<file path="src/rtl/amp_seq_pkg.sv">
// Shared encodings and sizing helpers for the multi-channel amplifier sequencer.
package amp_seq_pkg;

  localparam int STATE_W     = 3;
  localparam int RETRY_W     = 3;
  localparam int FORGIVE_CYC = 65536;
  localparam int FORGIVE_W   = 17;

  typedef enum logic [STATE_W-1:0] {
    ST_INIT       = 3'd0,
    ST_EN_WAIT    = 3'd1,
    ST_CFG        = 3'd2,
    ST_RUN        = 3'd3,
    ST_FAULT      = 3'd4,
    ST_RETRY_WAIT = 3'd5,
    ST_LOCKOUT    = 3'd6
  } state_t;

  // Timer must hold the largest programmed delay plus one spare bit.
  function automatic int timer_width(input int a, input int b, input int c, input int d);
    int m;
    m = a;
    if (b > m) m = b;
    if (c > m) m = c;
    if (d > m) m = d;
    return $clog2(m) + 1;
  endfunction

endpackage

</file>
<file path="src/rtl/amp_timer_ld.sv">
// Loadable down-counter with zero flag; load beats decrement and the count holds at zero.
module amp_timer_ld
  import amp_seq_pkg::*;
#(
  parameter int TW = 8
) (
  input  logic          clk_in,
  input  logic          reset,
  input  logic          load,
  input  logic [TW-1:0] load_val,
  output logic          zero
);

  logic [TW-1:0] count;

  // Down-count toward zero unless a new interval is being loaded.
  always_ff @(posedge clk_in or negedge reset) begin
    if (!reset) begin
      count <= {TW{1'b0}};
    end else if (load) begin
      count <= load_val;
    end else if (count != {TW{1'b0}}) begin
      count <= count - {{(TW-1){1'b0}}, 1'b1};
    end
  end

  assign zero = (count == {TW{1'b0}});

endmodule

</file>
<file path="src/rtl/amp_seq_multi.sv">
// Enable/settle/config/unmute sequencer for N_CH amplifier channels on one shared enable pin,
// with per-channel fault muting, filtered fault escalation, bounded retries and lockout.
module amp_seq_multi
  import amp_seq_pkg::*;
#(
  parameter int N_CH           = 2,
  parameter int EN_WAIT_CYC    = 1000,
  parameter int CFG_TO_CYC     = 4000,
  parameter int FILT_CYC       = 16,
  parameter int RETRY_WAIT_CYC = 10000,
  parameter int MAX_RETRY      = 3
) (
  input  logic            clk_in,
  input  logic            reset,
  input  logic            audio_locked_in,
  input  logic [N_CH-1:0] nerror_in,
  input  logic            cfg_done_in,
  input  logic            clear_fault_in,
  output logic            nenable_out,
  output logic [N_CH-1:0] nmute_out,
  output logic            send_config_out,
  output logic            fault_out,
  output logic [2:0]      retry_cnt_out,
  output logic [2:0]      state_out
);

  localparam int TW = timer_width(EN_WAIT_CYC, CFG_TO_CYC, FILT_CYC, RETRY_WAIT_CYC);
  localparam int FW = $clog2(FILT_CYC + 1);

  state_t               state;
  logic [RETRY_W-1:0]   retry_cnt;
  logic [FORGIVE_W-1:0] forgive_cnt;
  logic                 tmr_load;
  logic [TW-1:0]        tmr_val;
  logic                 tmr_zero;
  logic [N_CH-1:0]      trip;
  logic                 filt_trip;
  logic                 can_retry;

  assign can_retry = (retry_cnt < RETRY_W'(MAX_RETRY));

  amp_timer_ld #(.TW(TW)) u_timer (
    .clk_in   (clk_in),
    .reset    (reset),
    .load     (tmr_load),
    .load_val (tmr_val),
    .zero     (tmr_zero)
  );

  // Timer reloads mirror the FSM transitions that start a new interval.
  always_comb begin
    tmr_load = 1'b0;
    tmr_val  = {TW{1'b0}};
    case (state)
      ST_INIT: begin
        tmr_load = 1'b1;
        tmr_val  = TW'(EN_WAIT_CYC - 1);
      end
      ST_EN_WAIT: begin
        if (tmr_zero) begin
          tmr_load = 1'b1;
          tmr_val  = TW'(CFG_TO_CYC - 1);
        end else begin
          tmr_load = 1'b0;
        end
      end
      ST_FAULT: begin
        if (can_retry) begin
          tmr_load = 1'b1;
          tmr_val  = TW'(RETRY_WAIT_CYC - 1);
        end else begin
          tmr_load = 1'b0;
        end
      end
      default: begin
        tmr_load = 1'b0;
        tmr_val  = {TW{1'b0}};
      end
    endcase
  end

  for (genvar i = 0; i < N_CH; i++) begin : g_filt
    logic [FW-1:0] cnt;

    // Saturating count of consecutive fault cycles, only meaningful while running.
    always_ff @(posedge clk_in or negedge reset) begin
      if (!reset) begin
        cnt <= {FW{1'b0}};
      end else if (state != ST_RUN || nerror_in[i]) begin
        cnt <= {FW{1'b0}};
      end else if (cnt != FW'(FILT_CYC)) begin
        cnt <= cnt + {{(FW-1){1'b0}}, 1'b1};
      end
    end

    assign trip[i] = (cnt == FW'(FILT_CYC));
  end

  assign filt_trip = |trip;

  // Main sequencer; every output is a register updated alongside the state.
  always_ff @(posedge clk_in or negedge reset) begin
    if (!reset) begin
      state           <= ST_INIT;
      nenable_out     <= 1'b1;
      nmute_out       <= {N_CH{1'b0}};
      send_config_out <= 1'b0;
      fault_out       <= 1'b0;
      retry_cnt       <= {RETRY_W{1'b0}};
      forgive_cnt     <= {FORGIVE_W{1'b0}};
    end else begin
      send_config_out <= 1'b0;
      forgive_cnt     <= {FORGIVE_W{1'b0}};
      case (state)
        ST_INIT: begin
          state       <= ST_EN_WAIT;
          nenable_out <= 1'b0;
          nmute_out   <= {N_CH{1'b0}};
          fault_out   <= 1'b0;
        end
        ST_EN_WAIT: begin
          nmute_out <= {N_CH{1'b0}};
          if (tmr_zero) begin
            state           <= ST_CFG;
            send_config_out <= 1'b1;
          end
        end
        ST_CFG: begin
          if (cfg_done_in) begin
            state     <= ST_RUN;
            nmute_out <= {N_CH{audio_locked_in}} & nerror_in;
          end else if (tmr_zero) begin
            state       <= ST_FAULT;
            nmute_out   <= {N_CH{1'b0}};
            nenable_out <= 1'b1;
            fault_out   <= 1'b1;
          end else begin
            nmute_out <= {N_CH{1'b0}};
          end
        end
        ST_RUN: begin
          if (filt_trip) begin
            state       <= ST_FAULT;
            nmute_out   <= {N_CH{1'b0}};
            nenable_out <= 1'b1;
            fault_out   <= 1'b1;
          end else begin
            nmute_out <= {N_CH{audio_locked_in}} & nerror_in;
            // A long stable run forgives earlier retries.
            if (forgive_cnt != FORGIVE_W'(FORGIVE_CYC)) begin
              forgive_cnt <= forgive_cnt + {{(FORGIVE_W-1){1'b0}}, 1'b1};
            end else begin
              forgive_cnt <= forgive_cnt;
            end
            if (forgive_cnt == FORGIVE_W'(FORGIVE_CYC - 1)) begin
              retry_cnt <= {RETRY_W{1'b0}};
            end
          end
        end
        ST_FAULT: begin
          nmute_out   <= {N_CH{1'b0}};
          nenable_out <= 1'b1;
          fault_out   <= 1'b1;
          if (can_retry) begin
            retry_cnt <= retry_cnt + {{(RETRY_W-1){1'b0}}, 1'b1};
            state     <= ST_RETRY_WAIT;
          end else begin
            state <= ST_LOCKOUT;
          end
        end
        ST_RETRY_WAIT: begin
          nmute_out   <= {N_CH{1'b0}};
          nenable_out <= 1'b1;
          if (tmr_zero) begin
            state     <= ST_INIT;
            fault_out <= 1'b0;
          end
        end
        ST_LOCKOUT: begin
          nmute_out   <= {N_CH{1'b0}};
          nenable_out <= 1'b1;
          if (clear_fault_in) begin
            state     <= ST_INIT;
            retry_cnt <= {RETRY_W{1'b0}};
            fault_out <= 1'b0;
          end
        end
        default: begin
          state       <= ST_INIT;
          nenable_out <= 1'b1;
          nmute_out   <= {N_CH{1'b0}};
          fault_out   <= 1'b0;
        end
      endcase
    end
  end

  assign retry_cnt_out = retry_cnt;
  assign state_out     = state;

endmodule

</file>
<file path="config.mk">
export PLATFORM = sky130hd
export DESIGN_NAME = amp_seq_multi
export DESIGN_NICKNAME = d
export VERILOG_FILES = /design/src/rtl/amp_seq_pkg.sv /design/src/rtl/amp_timer_ld.sv /design/src/rtl/amp_seq_multi.sv
export SDC_FILE = /design/constraint.sdc
export NUM_CORES = 1
export LEC_CHECK = 0
export CELL_PAD_IN_SITES_DETAIL_PLACEMENT = 1
export CELL_PAD_IN_SITES_GLOBAL_PLACEMENT = 1
export CORE_MARGIN = 2
export CORE_UTILIZATION = 42
export CTS_CLUSTER_SIZE = 30
export DETAILED_ROUTE_END_ITERATION = 10
export GPL_TIMING_DRIVEN = 0
export PLACE_DENSITY = 0.87
export SYNTH_ARGS = -nofsm -noshare
export SYNTH_HDL_FRONTEND = slang
export SYNTH_SLANG_ARGS = --single-unit
</file>
<file path="constraint.sdc">
create_clock -name clk_in -period 1.8 [get_ports clk_in]
set_input_delay 0.36 -clock clk_in [delete_from_list [all_inputs] [get_ports clk_in]]
set_output_delay 0.36 -clock clk_in [all_outputs]
set_load 0.01 [all_outputs]
</file>
==> impl_metrics.env, run 1 <==
export IMPL_p_int_w=0.00283
export IMPL_path_cells="inv_2, ha_4, nor4b_4, nand4_1, buf_6, a221oi_2, mux2_1"
export IMPL_dp_hpwl_um=5800
export IMPL_fin_crit_ns=1.99
export IMPL_drv_slew=0
export IMPL_io_pins=18
export IMPL_drtIter0Drc=219
export IMPL_cts_reportedPaths_clkPinSlew_ns=0.11
export IMPL_final_util_pct=58.7
export IMPL_wl_per_cell_um=23.6
export IMPL_drc=0
export IMPL_numCtsBuffers=5
export IMPL_clkPwrFrac_pct=14.9
export IMPL_p_sw_w=0.00217
export IMPL_worstSetupEndpointType="register"
export IMPL_slew_headroom_pct=65.3
export IMPL_clock_skew_ns=0.0156
export IMPL_critical_path_peak_fanout=4
export IMPL_gr_total_overflow=0
export IMPL_num_vias=2909
export IMPL_viasPerCell=6.06
export IMPL_grt_pass1_wl_um=14600
export IMPL_setup_violations=35
export IMPL_cpPeakStageDelay_ns=0.41
export IMPL_cp_required_ns=2.02
export IMPL_fill_cells=789
export IMPL_maxCapViolations=0
export IMPL_clock_path_buffers=2
export IMPL_seqPwrFrac_pct=36.0
export IMPL_setup_ws_ns=-0.188
export IMPL_die_h_um=89.3
export IMPL_p_sw_share_pct=43.4
export IMPL_synth_fp_nets=332
export IMPL_muxShareOfSynthArea_pct=1.72
export IMPL_final_nets=397
export IMPL_async_flop_share_pct=100
export IMPL_worstPathArrival_ns=2.21
export IMPL_pre_cts_ws_ns=-0.472
export IMPL_hold_path_class="in2async"
export IMPL_drt_pass1_iter_count=4
export IMPL_cts_hold_buf=0
export IMPL_pwr_share_comb_pct=49.1
export IMPL_core_um2=7140
export IMPL_ys_warnings_count=0
export IMPL_status="finished, violations left"
export IMPL_drt_wl_total_um=11400
export IMPL_worst_pin_slew_ns=0.520
export IMPL_synthFlopType="dfrtp_1"
export IMPL_synth_simple_area_share_pct=26.0
export IMPL_violations="negative hold slack, negative setup slack"
export IMPL_diodes=0
export IMPL_layout_commonest_cell="dfrtp_1"
export IMPL_p_leak_nw=1.67
export IMPL_gp_congestion=0.859
export IMPL_tritoncts="built"
export IMPL_antenna_found_initial=0
export IMPL_avgSynthCellArea_um2=9.70
export IMPL_dieArea_um2=7970
export IMPL_synth_edff_count=0
export IMPL_min_period_over_period_pct=110
export IMPL_power_density_nw_per_um2=1190
export IMPL_synth_adder_area_share_pct=4.10
export IMPL_clock_tree_root_cell="clkbuf_8"
export IMPL_drtAntennaViolNets=0
export IMPL_grt_total_usage_pct=23.5
export IMPL_grt_setup_unrepaired="yes"
export IMPL_yosysSeqAreaShare_pct=43.4
export IMPL_clk_latency_ns=0.34
export IMPL_hold_viol=17
export IMPL_timing_fmax_ghz=0.503
export IMPL_area_growth_pct=37.1
export IMPL_synth_xor_area_share_pct=6.88
export IMPL_ir_drop_uv=568
export IMPL_synth_top_family_by_area="simple AND/OR/NAND/NOR gates"
export IMPL_ys_ff_latch=53
export IMPL_fp_dieW_um=89.3
export IMPL_final_cell_mix="dfrtp_1, buf_4, nor2_1"
export IMPL_first_global_vias=2981
export IMPL_h_tree_depth=2
export IMPL_cts_sinks=53
export IMPL_synth_cells=315
export IMPL_start_kind="register"
export IMPL_slowest_stage="dfrtp_1"
export IMPL_placementRows=31
export IMPL_syn_area_um2=3060
export IMPL_fin_tns_setup_ns=-2.24
export IMPL_grt_max_degree=35
export IMPL_initial_core_util_pct=42.8
export IMPL_yosysUniqueCellTypes=60
export IMPL_path_class="reg2reg"
export IMPL_drive_gt1_share_pct=34.1
export IMPL_portBuffers=17
export IMPL_synth_compound_area_share_pct=14.1
export IMPL_fin_hold_ws_ns=-0.0156
-- registers in the layout, summed over array words and instances (netlist names) --
signal and flops:
send_config_out 1, g_filt.cnt 10, nmute_out 2, forgive_cnt 17
retry_cnt_out 3, state_out 3, nenable_out 1, fault_out 1
u_timer.count 15
-- worst paths after layout --
kind	from	to	slack, ns	cells after the start
setup / recovery	u_timer.count[0]	state_out[1]	-0.19	7
hold / removal	reset	g_filt[1].cnt[0]	-0.02	1
setup reg to reg	u_timer.count[0]	state_out[1]	-0.19	7
hold reg to reg	nenable_out	nenable_out	0.53	1
max in group asynchronous	reset	forgive_cnt[0]	1.22	2
min in group clk_in	nenable_out	nenable_out	0.53	1
-- power by group through the flow --
| stage | registers [W] | logic, W | clock network [W] |
|---|---|---|---|
| 2_1_floorplan | 0.00172 | 0.00110 | 0 |
| 5_1_grt | 0.00183 | 0.00264 | 0.000800 |
| 3_5_place_dp | 0.00175 | 0.00169 | 0 |
| 6_report | 0.00180 | 0.00245 | 0.000746 |
| 4_1_cts | 0.00175 | 0.00197 | 0.000737 |
| 3_3_place_gp | 0.00173 | 0.00160 | 0 |
-- synthesized netlist by cell type, drive strengths merged (4+ instances only) --
| master | instances | share of area (%) |
|---|---|---|
| a21oi | 9 | 1.5 |
| and3 | 4 | 0.82 |
| buf | 6 | 1.1 |
| clkbuf | 4 | 0.49 |
| dfrtp | 52 | 43 |
| ha | 10 | 4.1 |
| inv | 18 | 2.2 |
| nand2 | 17 | 2.1 |
| nand2b | 5 | 1.1 |
| nand3 | 15 | 2.5 |
| nand3b | 5 | 1.2 |
| nand4 | 9 | 1.8 |
| nor2 | 35 | 4.3 |
| nor3 | 13 | 2.5 |
| nor4 | 9 | 2.8 |
| o21ai | 9 | 1.5 |
| o31ai | 6 | 1.5 |
| or4 | 7 | 1.8 |
| xnor2 | 14 | 4.0 |
| xor2 | 10 | 2.9 |
-- cell type report --
type	instances	area [µm²]	area share (%)
tap	99	124	2.96
multi-input combinational	234	1950	46.6
clock buffer	5	68.8	1.64
timing repair buffer	60	546	13.0
buffer	8	77.6	1.85
inverter	18	67.6	1.61
clock inverter	3	21.3	0.508
sequential	53	1330	31.8
-- logic make-up after synthesis --
logic type / after synthesis
AND/OR/NAND/NOR: 138
AO/OA/AOI/OAI: 57
flip-flops: 53
buffers and inverters: 28
XOR/XNOR: 24
adder cells (fa/ha/maj): 10
multiplexers: 5
-- critical path: cells and delay by family, from the launching register on --
family | cells | cell delay (ns)
AND/OR/NAND/NOR | 2 | 0.48
flip-flops | 1 | 0.41
multiplexers | 1 | 0.36
buffers and inverters | 2 | 0.28
AO/OA/AOI/OAI | 1 | 0.23
adder cells (fa/ha/maj) | 1 | 0.12
-- metal layers --
| layer | wire length (µm) | part of all wire [%] | track usage (%) |
|---|---|---|---|
| met5 | 0 | 0 | 0 |
| met1 | 4610 | 41 | 28.3 |
| met3 | 399 | 3.5 | 3.32 |
| met4 | 485 | 4.3 | 8.55 |
| met2 | 5850 | 52 | 42.4 |
-- per-stage QoR --
step / hold WS, ns / std cells / total power, W / area (µm²)
after global routing: 0.00104 / 480 / 0.00528 / 4190
final: -0.0156 / 480 / 0.00500 / 4190
after detailed placement: 0.353 / 432 / 0.00344 / 3370
after floorplan: 0.0644 / 315 / 0.00282 / 3060
after CTS: 0.000893 / 462 / 0.00445 / 3780
after global placement: 0.508 / 431 / 0.00333 / 3360
-- what timing repair did --
item | CTS | global route
pin swaps | 8 | 22
setup endpoints to repair | 38 | 40
gates resized for setup | 37 | 64
cloned | 0 | 2
setup buffers | 23 | 17
No activity file was read; power rests on OpenSTA's default activity.
==> run 2: changes to the inputs <==
CORE_UTILIZATION = 44   (was 42)
CTS_BUF_LIST = sky130_fd_sc_hd__clkbuf_2 sky130_fd_sc_hd__clkbuf_4 sky130_fd_sc_hd__clkbuf_8   (was not set)
PLACE_DENSITY = 0.9   (was 0.87)
clock period = 1.6 ns   (was 1.8 ns; I/O delays follow)
==> run 2 against run 1 <==
Net effect:
- core utilization up 8.5 points
- non-clock buffer count up 22
- global-route usage up 7.4 points
- critical path depth down 2
- sequential cell count unchanged
- the run ends with negative setup slack left
- critical endpoint unchanged
- die area down 4.3%
- routed wire length up 24%
- clock power up 12%
==> impl_metrics.env, run 2 (synthesized netlist as in run 1, its figures left out) <==
export IMPL_status="finished, violations left"
export IMPL_violations="negative setup slack"
export IMPL_crit_path_start="u_timer.count[3]"
export IMPL_regMostFlops="forgive_cnt"
export IMPL_fin_tns_setup_ns=-13.15
export IMPL_cpPeakStageDelay_ns=0.52
export IMPL_antenna_found_initial=1
export IMPL_setup_ws_ns=-0.578
export IMPL_drt_wl_total_um=14100
export IMPL_clock_path_buffers=2
export IMPL_ir_drop_uv=1000
export IMPL_die_h_um=87.3
export IMPL_setup_violations=43
export IMPL_fill_cells=670
export IMPL_path_class="reg2reg"
export IMPL_h_tree_depth=2
export IMPL_clock_skew_ns=0.0173
export IMPL_cp_required_ns=1.82
export IMPL_first_global_vias=3180
export IMPL_core_um2=6760
export IMPL_critical_path_peak_fanout=6
export IMPL_area_growth_pct=48.5
export IMPL_worstSetupEndpointType="register"
export IMPL_drive_gt1_share_pct=42.5
export IMPL_cp_num_cells=5
export IMPL_hold_viol=0
export IMPL_num_vias=3344
export IMPL_reg2reg_slack_ns=-0.58
export IMPL_dp_hpwl_um=5630
export IMPL_drt_pass1_iter_count=4
export IMPL_grt_total_usage_pct=30.8
export IMPL_hold_path_class="in2async"
export IMPL_wl_per_cell_um=29.2
export IMPL_worstPathArrival_ns=2.40
export IMPL_gr_total_overflow=0
export IMPL_critPathBufInv=1
export IMPL_clk_latency_ns=0.33
export IMPL_layout_commonest_cell="buf_4"
export IMPL_drtAntennaViolNets=0
export IMPL_clock_tree_root_cell="clkbuf_8"
export IMPL_slew_headroom_pct=64.2
export IMPL_start_kind="register"
export IMPL_r2r_end="state_out[1]"
export IMPL_r2r_cells=5
export IMPL_viasPerCell=6.92
export IMPL_reg_top3="forgive_cnt: 17 flops, u_timer.count: 15 flops, g_filt.cnt: 10 flops"
export IMPL_cts_reportedPaths_clkPinSlew_ns=0.11
export IMPL_gp_congestion=0.881
export IMPL_final_cell_mix="buf_4, dfrtp_1, nor2_1"
export IMPL_worst_pin_slew_ns=0.532
export IMPL_p_leak_nw=1.86
export IMPL_numCtsBuffers=5
export IMPL_dpl_cell_count=413
export IMPL_fin_crit_ns=2.18
export IMPL_placementRows=30
export IMPL_drv_slew=0
export IMPL_crit_family="simple AND/OR/NAND/NOR gates"
export IMPL_grt_setup_unrepaired="yes"
export IMPL_r2r_start="u_timer.count[3]"
export IMPL_endpoint="state_out[1]"
export IMPL_drtIter0Drc=309
export IMPL_initial_core_util_pct=45.2
export IMPL_grt_pass1_wl_um=18000
export IMPL_drc=0
export IMPL_slowest_stage="dfrtp_1"
export IMPL_min_period_over_period_pct=136
export IMPL_grt_max_degree=40
export IMPL_fp_dieW_um=87.3
export IMPL_io_pins=18
export IMPL_cts_sinks=53
export IMPL_path_cells="nor4_2, nand4_1, buf_4, a221oi_2, mux2_1"
export IMPL_dieArea_um2=7630
export IMPL_fin_cells=483
export IMPL_largest_reg_flops=17
export IMPL_tritoncts="built"
export IMPL_final_nets=419
export IMPL_power_density_nw_per_um2=1440
export IMPL_maxCapViolations=0
export IMPL_timing_fmax_ghz=0.459
export IMPL_portBuffers=17
==> run 2: final cells by class <==
cell class                      instances  area (µm²)  share of cell area, %
Multi-Input combinational cell        234        2090                   46.0
Sequential cell                        53        1340                   29.5
Timing Repair Buffer                   83         774                   17.1
Tap cell                               80         100                   2.21
Clock buffer                            6        82.6                   1.82
Buffer                                  7        76.3                   1.68
Inverter                               18        67.6                   1.49
Clock inverter                          1        7.51                  0.165
Antenna cell                            1        2.50                 0.0551
==> run 2: worst min path at each step <==
stage                              to         from  slack, ns  cells after the start
floorplan                   fault_out        reset       0.02                      0
CTS                  u_timer.count[4]        reset       0.48                      2
detailed placement   u_timer.count[2]        reset       0.27                      1
global placement          nenable_out  nenable_out       0.50                      1
global route         u_timer.count[6]        reset       0.50                      2
finish              u_timer.count[10]        reset       0.46                      2
==> run 2: power breakdown <==
part	leakage, nW	internal [W]	switching [W]
Combinational	1.14	0.00163	0.00197
Clock	0.0433	0.000344	0.000489
Sequential	0.678	0.00162	0.000460
Total	1.86	0.00359	0.00292
==> run 2: routing by layer <==
| metal | global-route usage (%) | share of wire [%] |
|---|---|---|
| met1 | 41.6 | 38 |
| met2 | 51.6 | 49 |
| met4 | 8.95 | 6.0 |
| met3 | 4.27 | 7.6 |
| met5 | 0 | 0 |
==> run 2: timing repair <==
item                                    4_1_cts  5_1_grt
cloned                                        2        0
buffers inserted                             42       26
resized for setup                            78       55
pin swaps                                    16       17
hold buffers                                  1        0
endpoints found under the setup margin       47       51
hold endpoints to repair                     13        0
==> run 2: through the flow <==
step                      hold slack, ns  total power [W]  setup slack (ns)  util (%)  instance area [µm²]
after CTS                          0.482          0.00544            -0.293      61.6                 4160
after global placement             0.504          0.00382             -1.45      50.2                 3390
after global routing               0.501          0.00668            -0.603      67.1                 4540
final                              0.459          0.00651            -0.578      67.2                 4540
after floorplan                   0.0244          0.00326            -0.140         -                 3120
after detailed placement           0.268          0.00395            -0.434      50.4                 3400
==> run 3: changes to the inputs <==
CORE_UTILIZATION = 36   (was 44)
PLACE_DENSITY = 0.77   (was 0.9)
==> run 3 against run 2 <==
Net effect:
- the run still ends with negative setup slack left
- largest power group unchanged
- setup slack better by 0.055 ns
- cell area up 2.2%
- die area up 21%
==> impl_metrics.env, run 3 (synthesized netlist as in run 1, its figures left out) <==
export IMPL_clk_latency_ns=0.32
export IMPL_min_period_over_period_pct=133
export IMPL_viasPerCell=5.95
export IMPL_cts_reportedPaths_clkPinSlew_ns=0.11
export IMPL_grt_pass1_wl_um=15700
export IMPL_die_h_um=96.1
export IMPL_num_vias=3077
export IMPL_start_kind="register"
export IMPL_status="finished, violations left"
export IMPL_portBuffers=17
export IMPL_diodes=0
export IMPL_final_cell_mix="buf_4, dfrtp_1, nor2_1"
export IMPL_first_global_vias=3043
export IMPL_drc=0
export IMPL_tritoncts="built"
export IMPL_fin_tns_setup_ns=-9.18
export IMPL_gr_total_overflow=0
export IMPL_placed_area_um2=3440
export IMPL_area_growth_pct=51.7
export IMPL_placementRows=33
export IMPL_p_int_w=0.00349
export IMPL_p_sw_w=0.00269
export IMPL_path_class="reg2reg"
export IMPL_maxCapViolations=0
export IMPL_io_pins=18
export IMPL_ir_drop_uv=1040
export IMPL_final_area_um2=4640
export IMPL_dp_hpwl_um=5480
export IMPL_power_density_nw_per_um2=1330
export IMPL_largest_reg_flops=17
export IMPL_drv_slew=0
export IMPL_antenna_found_initial=0
export IMPL_critical_path_peak_fanout=8
export IMPL_cp_required_ns=1.75
export IMPL_setup_violations=43
export IMPL_gp_congestion=0.784
export IMPL_pwr_share_comb_pct=53.5
export IMPL_clock_tree_root_cell="clkbuf_8"
export IMPL_drt_wl_total_um=12100
export IMPL_drive_gt1_share_pct=46.1
export IMPL_drtIter0Drc=206
export IMPL_slew_headroom_pct=56.9
export IMPL_cts_hold_buf=0
export IMPL_final_util_pct=56.4
export IMPL_violations="negative setup slack"
export IMPL_timing_fmax_ghz=0.471
export IMPL_hold_viol=0
export IMPL_final_nets=428
export IMPL_wl_per_cell_um=23.4
export IMPL_reg_top3="forgive_cnt: 17 flops, u_timer.count: 15 flops, g_filt.cnt: 10 flops"
export IMPL_clkPwrFrac_pct=13.5
export IMPL_p_leak_nw=1.87
export IMPL_fin_hold_ws_ns=0.0161
export IMPL_drt_pass1_iter_count=4
export IMPL_total_power_w=0.00618
export IMPL_worstSetupEndpointType="register"
export IMPL_h_tree_depth=2
export IMPL_clock_path_buffers=2
export IMPL_fin_crit_ns=2.12
export IMPL_fp_dieW_um=96.1
export IMPL_p_sw_share_pct=43.6
export IMPL_numCtsBuffers=5
export IMPL_grt_max_degree=29
export IMPL_grt_setup_unrepaired="yes"
export IMPL_clock_skew_ns=0.00705
export IMPL_worstPathArrival_ns=2.27
export IMPL_dieArea_um2=9240
export IMPL_seqPwrFrac_pct=33.0
export IMPL_initial_core_util_pct=37.2
export IMPL_drtAntennaViolNets=0
export IMPL_cts_sinks=53
export IMPL_worst_pin_slew_ns=0.647
export IMPL_grt_total_usage_pct=21.8
export IMPL_hold_path_class="in2async"
export IMPL_core_um2=8220
export IMPL_setup_ws_ns=-0.524
export IMPL_regMostFlops="forgive_cnt"
export IMPL_layout_commonest_cell="buf_4"
run 3: worst paths after layout:
path,from,endpoint,slack (ns),cells past startpoint
setup / recovery,u_timer.count[7],u_timer.count[13],-0.52,4
hold / removal,reset,g_filt[0].cnt[0],0.02,1
setup reg to reg,u_timer.count[7],u_timer.count[13],-0.52,4
hold reg to reg,nenable_out,nenable_out,0.54,1
max in group asynchronous,reset,u_timer.count[3],0.99,2
min in group clk_in,nenable_out,nenable_out,0.54,1
run 3: power by group through the flow:
stage	Clock, W	Combinational (W)	Sequential, W
after floorplan	0	0.00131	0.00195
after global placement	0	0.00189	0.00197
after detailed placement	0	0.00196	0.00198
after CTS	0.000828	0.00263	0.00196
after global routing	0.000890	0.00350	0.00207
final	0.000832	0.00331	0.00204
run 3: worst max-delay path: stages (launching register included):
cell,delay [ns]
dfrtp_1,0.55
nor4_4,0.34
nand2b_2,0.22
o311ai_0,0.60
o211ai_1,0.25
run 3: area by class of cell:
type	instances	area, µm²
multi-input combinational	234	2120
sequential	53	1340
fill	855	3580
timing repair buffer	91	811
tap	105	131
clock buffer	6	76.3
inverter	18	67.6
buffer	8	72.6
clock inverter	2	15.0
run 3: timing repair:
action | CTS | global route
setup buffers | 41 | 35
endpoints found under the setup margin | 49 | 48
resized for setup | 77 | 71
cloned | 2 | 1
pin swaps | 19 | 23
run 3: per-layer routing:
metal | GRT usage [%] | wire, µm | vias up | share of wire [%]
li1 | - | - | 1358 | -
met5 | 0 | 0 | - | 0
met1 | 29.8 | 5280 | 1573 | 44
met3 | 3.05 | 584 | 36 | 4.8
met4 | 6.79 | 352 | 0 | 2.9
met2 | 35.8 | 5880 | 110 | 49
run 3: through the flow:
stage / setup WS [ns] / std cells
2_1_floorplan: -0.140 / 315
3_3_place_gp: -1.50 / 437
3_5_place_dp: -0.382 / 438
4_1_cts: -0.261 / 489
5_1_grt: -0.623 / 517
6_report: -0.524 / 517
